[src/rtl/iomem_pkg.sv]
// Shared definitions for the PicoSoC iomem bus-master side.
package iomem_pkg;

  typedef enum logic [1:0] {
    IDLE = 2'd0,
    BUS  = 2'd1,
    RESP = 2'd2
  } state_t;

  localparam logic [3:0]  WSTRB_READ = 4'b0000;
  localparam logic [31:0] GPIO_BASE  = 32'h0300_0000;
  // Top address byte selecting the iomem peripheral window.
  localparam logic [7:0]  IOMEM_SEL  = 8'h03;

endpackage

[src/rtl/iomem_initiator.sv]
// Single-outstanding iomem bus master: valid/ready command in, valid/ready
// response out, with a saturating timeout on the responder handshake.
module iomem_initiator
  import iomem_pkg::*;
#(
  parameter int unsigned TIMEOUT_CYCLES = 255,
  parameter int unsigned CNT_W          = 8
) (
  input  logic        clk,
  input  logic        reset,
  input  logic        cmd_valid,
  output logic        cmd_ready,
  input  logic        cmd_write,
  input  logic [31:0] cmd_addr,
  input  logic [31:0] cmd_wdata,
  input  logic [3:0]  cmd_wstrb,
  output logic        rsp_valid,
  input  logic        rsp_ready,
  output logic [31:0] rsp_rdata,
  output logic        rsp_err,
  output logic        iomem_valid,
  input  logic        iomem_ready,
  output logic [3:0]  iomem_wstrb,
  output logic [31:0] iomem_addr,
  output logic [31:0] iomem_wdata,
  input  logic [31:0] iomem_rdata
);

  localparam bit          TO_EN   = (TIMEOUT_CYCLES != 0);
  localparam int unsigned TO_LASTI = TO_EN ? TIMEOUT_CYCLES - 1 : 0;
  localparam logic [CNT_W-1:0] TO_LAST = CNT_W'(TO_LASTI);

  state_t            state_q, state_d;
  logic [31:0]       addr_q, addr_d;
  logic [31:0]       wdata_q, wdata_d;
  logic [3:0]        wstrb_q, wstrb_d;
  logic [31:0]       rdata_q, rdata_d;
  logic              err_q, err_d;
  logic [CNT_W-1:0]  cnt_q, cnt_d;

  logic addr_lsb_unused;
  assign addr_lsb_unused = ^cmd_addr[1:0];

  always_ff @(posedge clk or posedge reset) begin
    if (reset) begin
      state_q <= IDLE;
      addr_q  <= '0;
      wdata_q <= '0;
      wstrb_q <= '0;
      rdata_q <= '0;
      err_q   <= 1'b0;
      cnt_q   <= '0;
    end else begin
      state_q <= state_d;
      addr_q  <= addr_d;
      wdata_q <= wdata_d;
      wstrb_q <= wstrb_d;
      rdata_q <= rdata_d;
      err_q   <= err_d;
      cnt_q   <= cnt_d;
    end
  end

  always_comb begin
    state_d = state_q;
    addr_d  = addr_q;
    wdata_d = wdata_q;
    wstrb_d = wstrb_q;
    rdata_d = rdata_q;
    err_d   = err_q;
    cnt_d   = cnt_q;
    unique case (state_q)
      IDLE: begin
        if (cmd_valid) begin
          addr_d  = {cmd_addr[31:2], 2'b00};
          wdata_d = cmd_wdata;
          wstrb_d = cmd_write ? cmd_wstrb : WSTRB_READ;
          cnt_d   = '0;
          state_d = BUS;
        end
      end
      BUS: begin
        if (cnt_q != '1) cnt_d = cnt_q + 1'b1;
        // Ready takes priority over a timeout landing in the same cycle.
        if (iomem_ready) begin
          rdata_d = (wstrb_q == WSTRB_READ) ? iomem_rdata : '0;
          err_d   = 1'b0;
          state_d = RESP;
        end else if (TO_EN && (cnt_q == TO_LAST)) begin
          rdata_d = '0;
          err_d   = 1'b1;
          state_d = RESP;
        end
      end
      RESP: begin
        if (rsp_ready) begin
          cnt_d   = '0;
          state_d = IDLE;
        end
      end
      default: state_d = IDLE;
    endcase
  end

  assign cmd_ready   = (state_q == IDLE) && !reset;
  assign iomem_valid = (state_q == BUS);
  assign iomem_addr  = addr_q;
  assign iomem_wdata = wdata_q;
  assign iomem_wstrb = wstrb_q;
  assign rsp_valid   = (state_q == RESP);
  assign rsp_rdata   = rdata_q;
  assign rsp_err     = err_q;

endmodule
[config.mk]
export PLATFORM = sky130hd
export DESIGN_NAME = iomem_initiator
export DESIGN_NICKNAME = d
export VERILOG_FILES = /design/src/rtl/iomem_pkg.sv /design/src/rtl/iomem_initiator.sv
export SDC_FILE = /design/constraint.sdc
export NUM_CORES = 1
export LEC_CHECK = 0
export ABC_CLOCK_PERIOD_IN_PS = 5000
export CAP_MARGIN = 20
export CORE_MARGIN = 2
export CORE_UTILIZATION = 45
export CTS_BUF_LIST = sky130_fd_sc_hd__clkbuf_16
export DETAILED_ROUTE_END_ITERATION = 6
export DONT_BUFFER_PORTS = 1
export SLEW_MARGIN = 20
export SYNTH_ARGS = -nofsm -noshare
export SYNTH_HDL_FRONTEND = slang
export SYNTH_SLANG_ARGS = --single-unit
[constraint.sdc]
create_clock -name clk -period 5 [get_ports clk]
set_input_delay 1.5 -clock clk [delete_from_list [all_inputs] [get_ports clk]]
set_output_delay 1.5 -clock clk [all_outputs]
set_load 0.005 [all_outputs]
==> results.cfg <==
[job]
max-cap-violations = 0

[pwr]
power.total_w = 0.00295
powerDensity_nw_per_um2 = 644
power_leakage_nw = 2.38
worst_ir_drop_vdd_v = 0.000244

[clock_tree]
cts_made_buffers = 9
ctsHoldBuffers = 0
clockBufferDepth = 2
ctsResizeCount = 0
clk_pin_slew_ns = 0.07
post_cts_buffers = 0
htree_levels = 3
insertion_delay_ns = 0.34
cts_tree = yes
cts_sinks = 109
root_buffer = clkbuf_16

[logic_synthesis]
ys_async_sr_fraction = 1.00
synth.avg_cell_area_um2 = 10.1
synthDistinctLibCells = 32
ys_seq_elements = 109
ys.flop_type = dfrtp_1
synthCells = 421
ys_warn_count = 0
synth_top_area_frac = 0.640
syn-cell-area_um2 = 4260
synth_edf_count = 0
synth.largest_area_cell = dfrtp_1
synth.area.top_cells = dfrtp_1 64%, nand2_1 18%, a22o_1 6.2%
yosysSeqAreaShare = 0.640

[placement]
gp_congestion = 0.764
dp_hpwl_um = 6520
io_buffers = 0
place_inst = 511

[sta]
holdWs_ns = 0.508
grt_setup_unrepaired = no
finalMaxSlewViolations = 0
finalHoldViolCount = 0
setup_tns_ns = 0
finalCritPeriodShare = 0.636
min_period_ns = 3.18
maxSlewHeadroom = 0.283
finalClockSkew_ns = 0.0111
setup_viol = 0
tightestPinTransition_ns = 1.08
max_freq_ghz = 0.315

[route]
final_antenna_net_count = 0
vias_per_cell = 5.46
first_pass_iters = 4
drcViolationCount = 0
num_vias = 2878
drt_iter0_drc = 128
wl_per_cell_um = 17.6
totalWireLength_um = 9270

[cells_and_area]
layout-drive-gt1-share = 0.0673
layout_commonest_cell = nand2_1
antenna_cells = 0
nets = 519
final_cell_count_no_fill = 527
area_growth_pct = 7.31
final_cell_mix = 199 x nand2_1, 109 x dfrtp_1, 30 x a22o_1
num-fill-cells = 847

[global_routing]
grt-ovfl-total = 0
grt_start_max_net_pins = 83
first_global_vias = 2858
grt_first_pass_wirelength_um = 14000
grtUsageTotal = 0.176
antenna_found_initial = 0

[worst_setup_path]
cpLargestDelayFamily = simple AND/OR/NAND/NOR gates
crit_slowest_cell = nor3_1
worst-path-buf-inv = 0
start_kind = input port
critPathKind = input port to output pin
crit_fanout = 2
max_stage_delay_ns = 0.18
cp-end-kind = output pin
path_cells = nor3_1
arrival_ns = 1.68
cp.required_ns = 3.50

[floorplanning]
ioPinCount = 210
fp-row-count = 35
start_util = 0.464
placeableCoreArea_um2 = 9200
dieHeight_um = 101
die_w_um = 101
die-area_um2 = 10300

[run_status]
outcome = finished, final reports clean

[min_path]
hp-class = register to register
## power breakdown
group | switching, W | internal (W)
clock | 0.000329 | 0.000347
sequential | 0.000328 | 0.00126
combinational | 0.000417 | 0.000262
## Yosys cell counts (2+ instances only)
cell / number
nand2_1: 200
dfrtp_1: 109
a22o_1: 30
nand3_1: 15
buf_2: 12
clkbuf_1: 7
a21oi_1: 4
inv_1: 4
o211ai_1: 4
buf_4: 3
buf_6: 3
o21ai_0: 3
or4_1: 3
a22o_2: 2
ha_1: 2
mux2i_1: 2
nand4_1: 2
o31ai_1: 2
## metal layers
| layer | track usage | share of wire | wire [um] |
|---|---|---|---|
| met2 | 0.282 | 0.48 | 4440 |
| met3 | 0.0718 | 0.11 | 1040 |
| met1 | 0.212 | 0.40 | 3660 |
| met4 | 0.0728 | 0.014 | 126 |
| met5 | 0 | 0 | 0 |
## logic make-up after synthesis
| kind of cell | count (synthesis) | synth area share |
|---|---|---|
| AND/OR/NAND/NOR | 230 | 0.219 |
| multiplexers | 2 | 0.00470 |
| other | 1 | 0.000880 |
| AO/OA/AOI/OAI | 48 | 0.0925 |
| flip-flops | 109 | 0.640 |
| adder cells (fa/ha/maj) | 2 | 0.00587 |
| buffers and inverters | 29 | 0.0370 |
## sequential cells by signal, summed over array words and instances, names as in the netlist
register / count
rsp_err: 1
rsp_rdata: 32
iomem_addr: 30
cnt_q: 8
iomem_wdata: 32
state_q: 2
iomem_wstrb: 4
## final timing paths
path	from	endpoint	slack, ns	cells past startpoint
setup / recovery	reset	cmd_ready	1.82	1
hold / removal	iomem_wdata[29]	iomem_wdata[29]	0.51	2
setup reg to reg	state_q[1]	rsp_rdata[10]	2.73	4
hold reg to reg	iomem_wdata[29]	iomem_wdata[29]	0.51	2
max in group asynchronous	reset	rsp_rdata[10]	3.03	2
min in group asynchronous	reset	iomem_addr[5]	1.13	1
## stage by stage
stage	area [um^2]	setup slack, ns	util
2_1_floorplan	4270	0.626	-
6_report	4570	1.82	0.497
3_5_place_dp	4290	1.82	0.467
5_1_grt	4570	1.81	0.497
3_3_place_gp	4290	1.81	0.467
4_1_cts	4570	1.82	0.497
## cell type report
type	instances	area [um^2]	share of cell area
sequential	109	2730	0.596
multi-input combinational	284	1390	0.303
clock buffer	9	225	0.0492
tap	111	139	0.0304
clock inverter	7	55.1	0.0120
timing repair buffer	3	22.5	0.00492
inverter	4	20.0	0.00438
(Power assumes the default switching activity.)
